<file path="config.mk">
export PLATFORM = sky130hd
export DESIGN_NAME = ingress_wrreq_proc
export DESIGN_NICKNAME = d
export VERILOG_FILES = /design/src/rtl/ingress_wrreq_proc.sv
export SDC_FILE = /design/constraint.sdc
export NUM_CORES = 1
export LEC_CHECK = 0
export BUFFER_PORTS_ARGS = -buffer_cell sky130_fd_sc_hd__buf_2
export CAP_MARGIN = 20
export CORE_UTILIZATION = 43
export CTS_CLUSTER_DIAMETER = 120
export DETAILED_ROUTE_END_ITERATION = 10
export PLACE_DENSITY = 0.69
export SLEW_MARGIN = 20
export SYNTH_ARGS = -nofsm -noshare
export SYNTH_HDL_FRONTEND = slang
export SYNTH_SLANG_ARGS = --single-unit
</file>
<file path="constraint.sdc">
create_clock -name clk -period 6.5 [get_ports clk]
set_input_delay 1.3 -clock clk [delete_from_list [all_inputs] [get_ports clk]]
set_output_delay 1.3 -clock clk [all_outputs]
set_load 0.01 [all_outputs]
</file>
<file path="src/rtl/ingress_wrreq_proc.sv">
// ingress_wrreq_proc: serialises MWr TLP payload beats into single-DW local write commands.
// Optional malformed byte-enable check with DROP path: define WRREQ_ERR_CHK_EN.

`ifndef PCIE_DATA_WIDTH
`define PCIE_DATA_WIDTH 128
`endif
`ifndef PCIE_DATA_KW
`define PCIE_DATA_KW 16
`endif

package ingress_wrreq_pkg;
  typedef logic [127:0] tlp_head_t;
endpackage

module ingress_wrreq_proc
  import ingress_wrreq_pkg::*;
#(
  parameter int ADDR_W     = 64,
  parameter int MAX_LEN_DW = 1024
) (
  input  logic                        clk,
  input  logic                        rst,
  input  logic [`PCIE_DATA_WIDTH-1:0] wrreq_data,
  input  logic [`PCIE_DATA_KW-1:0]    wrreq_keep,
  input  tlp_head_t                   wrreq_meta,
  input  logic                        wrreq_valid,
  output logic                        wrreq_rdy,
  output logic [ADDR_W-1:0]           wr_addr,
  output logic [31:0]                 wr_data,
  output logic [3:0]                  wr_be,
  output logic                        wr_valid,
  input  logic                        wr_rdy,
  output logic                        err_malformed
);

  localparam int NDW   = `PCIE_DATA_WIDTH / 32;
  localparam int PTR_W = (NDW > 1) ? $clog2(NDW) : 1;
  localparam int CNT_W = $clog2(NDW + 1);
  localparam int REM_W = $clog2(MAX_LEN_DW + 1);

  typedef enum logic [1:0] {
    ST_IDLE = 2'd0,
    ST_WR   = 2'd1,
    ST_DROP = 2'd2
  } state_t;

  state_t                      state_q, state_d;
  logic [REM_W-1:0]            rem_q, rem_d;
  logic [ADDR_W-1:0]           addr_q, addr_d;
  logic [3:0]                  fbe_q, fbe_d;
  logic [3:0]                  lbe_q, lbe_d;
  logic                        first_q, first_d;
  logic [`PCIE_DATA_WIDTH-1:0] hold_data_q, hold_data_d;
  logic [CNT_W-1:0]            hold_cnt_q, hold_cnt_d;
  logic [PTR_W-1:0]            ptr_q, ptr_d;
  logic                        hold_vld_q, hold_vld_d;
  logic                        wr_valid_q, wr_valid_d;
  logic [31:0]                 wr_data_q, wr_data_d;
  logic [3:0]                  wr_be_q, wr_be_d;

  logic             fire;
  logic             hold_done;
  logic             accept;
  logic [CNT_W-1:0] beat_cnt;
  logic [9:0]       hdr_len;
  logic [REM_W-1:0] hdr_rem;
  logic [63:0]      hdr_a;
  logic [3:0]       hdr_fbe;
  logic [3:0]       hdr_lbe;
  logic             unused_bits;

  function automatic logic [REM_W-1:0] sat_sub(input logic [REM_W-1:0] a,
                                               input logic [CNT_W-1:0] b);
    return (a > REM_W'(b)) ? a - REM_W'(b) : '0;
  endfunction

  assign hdr_len = wrreq_meta[9:0];
  assign hdr_fbe = wrreq_meta[35:32];
  assign hdr_lbe = wrreq_meta[39:36];
  assign hdr_a   = {wrreq_meta[95:64], wrreq_meta[127:96]};
  assign hdr_rem = (hdr_len == 10'd0) ? REM_W'(MAX_LEN_DW) : REM_W'(hdr_len);

  assign unused_bits = ^{wrreq_meta[63:40], wrreq_meta[31:10], wrreq_keep, hdr_a};

  always_comb begin
    beat_cnt = '0;
    for (int i = 0; i < NDW; i++) begin
      beat_cnt = beat_cnt + CNT_W'(wrreq_keep[4*i]);
    end
  end

  // The last TLP DW flushes the hold even if the beat carried excess DWs.
  assign fire      = wr_valid_q & wr_rdy;
  assign hold_done = fire & (((CNT_W'(ptr_q) + CNT_W'(1)) == hold_cnt_q) |
                             (rem_q == REM_W'(1)));
  assign wrreq_rdy = ~rst & (~hold_vld_q | hold_done);
  assign accept    = wrreq_valid & wrreq_rdy;

`ifdef WRREQ_ERR_CHK_EN
  logic hdr_malformed;
  logic err_d, err_q;
  assign hdr_malformed = (hdr_len == 10'd1) ? (hdr_lbe != 4'h0)
                                            : ((hdr_lbe == 4'h0) | (hdr_fbe == 4'h0));
`endif

  always_comb begin
    state_d     = state_q;
    rem_d       = rem_q;
    addr_d      = addr_q;
    fbe_d       = fbe_q;
    lbe_d       = lbe_q;
    first_d     = first_q;
    hold_data_d = hold_data_q;
    hold_cnt_d  = hold_cnt_q;
    ptr_d       = ptr_q;
    hold_vld_d  = hold_vld_q;
`ifdef WRREQ_ERR_CHK_EN
    err_d       = 1'b0;
`endif

    if (fire) begin
      rem_d   = rem_q - REM_W'(1);
      addr_d  = addr_q + ADDR_W'(4);
      ptr_d   = ptr_q + PTR_W'(1);
      first_d = 1'b0;
      if (hold_done) hold_vld_d = 1'b0;
      if (rem_q == REM_W'(1)) state_d = ST_IDLE;
    end

    // state_d already reflects a TLP ending this cycle, so a same-cycle beat becomes a header.
    if (accept) begin
      if (state_d == ST_IDLE) begin
        rem_d   = hdr_rem;
        addr_d  = {hdr_a[ADDR_W-1:2], 2'b00};
        fbe_d   = hdr_fbe;
        lbe_d   = hdr_lbe;
        first_d = 1'b1;
        state_d = ST_WR;
`ifdef WRREQ_ERR_CHK_EN
        if (hdr_malformed) begin
          err_d   = 1'b1;
          first_d = 1'b0;
          rem_d   = sat_sub(hdr_rem, beat_cnt);
          state_d = (sat_sub(hdr_rem, beat_cnt) == '0) ? ST_IDLE : ST_DROP;
        end
`endif
      end else if (state_d == ST_DROP) begin
        rem_d = sat_sub(rem_q, beat_cnt);
        if (sat_sub(rem_q, beat_cnt) == '0) state_d = ST_IDLE;
      end

      if (state_d == ST_WR) begin
        hold_data_d = wrreq_data;
        hold_cnt_d  = beat_cnt;
        ptr_d       = '0;
        hold_vld_d  = (beat_cnt != '0);
      end
    end

    wr_valid_d = (state_d == ST_WR) & hold_vld_d;
    wr_data_d  = hold_data_d[31:0];
    for (int i = 0; i < NDW; i++) begin
      if (ptr_d == PTR_W'(i)) wr_data_d = hold_data_d[32*i +: 32];
    end
    wr_be_d = first_d ? fbe_d : ((rem_d == REM_W'(1)) ? lbe_d : 4'hF);
  end

  always_ff @(posedge clk) begin
    if (rst) begin
      state_q     <= ST_IDLE;
      rem_q       <= '0;
      addr_q      <= '0;
      fbe_q       <= '0;
      lbe_q       <= '0;
      first_q     <= 1'b0;
      hold_data_q <= '0;
      hold_cnt_q  <= '0;
      ptr_q       <= '0;
      hold_vld_q  <= 1'b0;
      wr_valid_q  <= 1'b0;
      wr_data_q   <= '0;
      wr_be_q     <= '0;
    end else begin
      state_q     <= state_d;
      rem_q       <= rem_d;
      addr_q      <= addr_d;
      fbe_q       <= fbe_d;
      lbe_q       <= lbe_d;
      first_q     <= first_d;
      hold_data_q <= hold_data_d;
      hold_cnt_q  <= hold_cnt_d;
      ptr_q       <= ptr_d;
      hold_vld_q  <= hold_vld_d;
      wr_valid_q  <= wr_valid_d;
      wr_data_q   <= wr_data_d;
      wr_be_q     <= wr_be_d;
    end
  end

`ifdef WRREQ_ERR_CHK_EN
  always_ff @(posedge clk) begin
    if (rst) err_q <= 1'b0;
    else     err_q <= err_d;
  end
  assign err_malformed = err_q;
`else
  assign err_malformed = 1'b0;
`endif

  assign wr_valid = wr_valid_q;
  assign wr_addr  = addr_q;
  assign wr_data  = wr_data_q;
  assign wr_be    = wr_be_q;

endmodule
</file>
==> metrics list <==
* Share of the synthesized area in compound gates (AO/OA/AOI/OAI): 17.9%
- Setup repair after global routing left no endpoint under its margin.
* Die Footprint: 27800 µm²
* Static Leakage: 5.91 nW
- The area growth from synthesis to layout is 23.9%.
* Synthesized netlist cell count: 1482
* Half-perimeter wire length after detailed placement: 23500 µm
- The via count of the first global-routing pass came to 10600.
- The min-delay analysis places its worst path in the category reg2reg.
- After routing, the total negative slack on setup checks comes to 0 ns.
- The first global-routing pass estimated 55200 µm of wire.
* Number of design rule violations left after detail routing: 0
* CP max stage cell: fa_1
* Met2 capacity usage during global routing: 39.6%
* Number of routed nets with antenna violations: 0
- Mux contribution to synthesized area: 2.09%
- The cell area that synthesis handed to floorplanning was 11700 µm².
- Drt wl/cell: 16.7 µm
- STA classifies the critical path startpoint as an input pin.
- The worst pin sits at a relative slew slack of 31.9%.
- Horiz. Die Dim: 167 µm
- In this run, the number of DRC markers left after iteration 0 of detailed routing was 650.
- Per-cell via count in the routed design: 5.39
- The first TritonRoute pass finished after 5 iterations.
* PortBufs: 315
* Via total after detailed routing: 11300
* Post-CTS setup buffer count: 0
- Summing the sequential cell areas from Yosys gives 43.8% of the chip area.
- The largest single stage delay on the critical path is 0.53 ns.
* Most utilized layer in the global route result: met2
- Worst setup EP type: register
* Post-synthesis async set-or-reset flop share: 0%
- STA puts the critical path data required time at 6.90 ns.
- During synthesis, Yosys emitted a total of 0 warnings.
- Worst setup path category: in2reg
- Largest net degree at the start of global routing: 135
- In this run the deepest clock path goes through 3 buffers.
- Netlist cell types: 66
- Clock-pin slew was measured on the worst setup and hold paths at 0.06 ns.
* Total wirelength of the detailed-routed design: 35000 µm
- Max VDD drop: 0.000251 V
- The initial antenna violation count is 16.
* Worst-path cell chain: buf_2, inv_1, fa_1, inv_1, ha_1, ha_1, inv_1, ha_1, nor2b_1, a221oi_1, buf_4, mux2_2, a21oi_1, o221ai_1, nor4_2, a31oi_1
* Proportion of netlist area held by the largest area contributor: 43.8%
* Y dimension of the die: 167 µm
- Number of failing hold endpoints at the final stage: 0
- The synthesized netlist devotes 5.41% of its cell area to XOR and XNOR gates.
* Nets@finish: 2020
- Worst-skew pair later-pin latency: 0.56 ns
- Starting utilization of the core area: 44.3%
- CTS HTree Levels: 1
- In the post-synthesis netlist, the cell with the most instances is nand2_1.
- Number of slew-limit violations in the final report: 0
- Flip-flop and latch count after synthesis: 255
- Slew at the pin closest to its max-slew limit: 1.02 ns
- Top cells by count, synth: nand2_1 (370), dfxtp_1 (255), a21oi_1 (169), nor2_1 (122)
- The tree is rooted in a clkbuf_16.
* Number of standard cells in the final layout excluding fillers: 2100
- Timing-limited maximum frequency: 227 MHz
- The clock arrives with 0.0134 ns of skew.
* Synthesized-area fraction occupied by adder cells: 1.14%
- Pwr Density: 285 nW/µm²
- Hold repair after CTS inserted 0 buffers.
* Biggest fanout along the worst timing path: 9
- In the synthesized netlist the dominant register cell turns out to be dfxtp_1.
* Crit path DAT: 4.80 ns
- In the global route stage, met3 resource usage came out at 7.01%.
- Number of gates resized after CTS: 0
- Buffers inserted during clock tree synthesis total 29.
- Family of cells with the greatest summed delay on the critical path: adder cells
- Number of enable flip-flop cells after synthesis: 0
* Global routing usage summed across all routing layers: 24.4%
- Setup Viol. Count Final: 0
- Count of placed standard cells including taps: 2038
* Number of buffers and inverters on the critical path: 5
- Cells taking the most area after synthesis: dfxtp_1 (44%), nand2_1 (12%), a21oi_1 (7.3%)
- Post-synthesis simple-gate area fraction: 25.1%
- The total overflow left after global routing is 0.
* Post-route minimum period: 4.40 ns
* Fraction of final layout cells sized beyond drive strength 1: 22.9%
- TritonCTS built the clock tree.
- Routability-driven placement finished with a final weighted congestion of 0.928.
* Status: finished, final reports clean
* Total clock sinks: 255
* Dominant combinational cell family by area after synthesis: simple AND/OR/NAND/NOR gates
- Area of the core: 26400 µm²
- Pin placement for this block handled 379 I/O pins.
- Row generation in the floorplan step produced 59 rows.
* Post-synthesis cell type with the largest combined area: dfxtp_1
- Met1 capacity usage during global routing: 30.8%
- Final Cycle Share: 67.7%
- In this run the mean area of a mapped cell was 7.87 µm².
* Total of max-cap violations: 0
where the power goes:
part | internal [mW] | switching (mW)
logic | 0.237 | 0.338
registers | 1.66 | 0.0766
clock network | 1.12 | 0.685
total | 3.02 | 1.10
flip-flops by register name, summed over array words and instances, names as in the netlist, 3 cells and up:
signal	cells
hold_data_q	128
wr_addr	62
wr_data	32
rem_q	11
fbe_q	4
lbe_q	4
wr_be	4
hold_cnt_q	3
worst paths after layout:
kind / start / to / slack, ns / cells past startpoint
worst max register to register: ptr_q[0]$_SDFF_PP0_ / wr_be[3]$_SDFF_PP0_ / 2.34 / 8
worst max-delay path: wrreq_keep[0] / wr_be[3]$_SDFF_PP0_ / 2.10 / 16
worst min register to register: fbe_q[3]$_SDFF_PP0_ / fbe_q[3]$_SDFF_PP0_ / 0.45 / 2
worst min-delay path: fbe_q[3]$_SDFF_PP0_ / fbe_q[3]$_SDFF_PP0_ / 0.45 / 2
through the flow:
stage          hold slack, ns  power, mW  area (µm²)  setup slack, ns  util [%]
2_1_floorplan           0.433       2.13       11700             1.75         -
5_1_grt                 0.470       4.31       14400             1.95      54.8
6_report                0.453       4.12       14500             2.10      54.8
4_1_cts                 0.455       4.16       14400             2.17      54.8
3_5_place_dp            0.446       2.34       13400             1.58      50.7
3_3_place_gp            0.439       2.33       13400             1.66      50.7
worst reg2reg max path: stages (launching register included):
cell,delay [ns]
dfxtp_1,0.45
ha_1,0.33
xor2_1,0.17
o41ai_1,0.63
nand4_1,0.59
nand2_4,0.81
o221ai_1,0.30
nor4_2,0.55
a31oi_1,0.16
final cells by class:
class                   count  area, µm²
flip-flops and latches    255       5100
multi-input cells        1102       6080
clock inverters            13        220
well taps                 335        419
diodes                      9       22.5
fillers                  2548      11900
repair buffers            325       1670
clock buffers              40        857
inverters                  21       78.8
logic make-up (layout without fill, tap and decap cells):
family / Yosys count / count (layout)
and+or+nand+nor: 665 / 665
DFF: 255 / 255
buffers and inverters: 127 / 399
xor gates and xnor gates: 72 / 72
muxes: 16 / 16
adders and majority gates: 10 / 10
other: 1 / 12
AOI/OAI and AO/OA: 336 / 336
per-layer routing:
layer,up-vias,wire length [µm],share of wire [%]
met1,5225,15100,43
met4,14,1060,3.0
met3,72,2770,7.9
met5,-,86,0.25
li1,5652,-,-
met2,360,15900,45
cell usage in the layout (no fill, tap or decap), types with 15 or more instances in the layout:
cell,instances
nand2_1,369
clkbuf_16,29
nand4_1,17
nor2_1,122
inv_1,21
xor2_1,30
o211ai_1,28
nand3_1,39
nor3_1,27
nor4_1,15
a211oi_1,74
xnor2_1,41
dfxtp_1,255
a21oi_1,169
buf_2,314
Note: power is estimated with default switching activity, not from simulation.
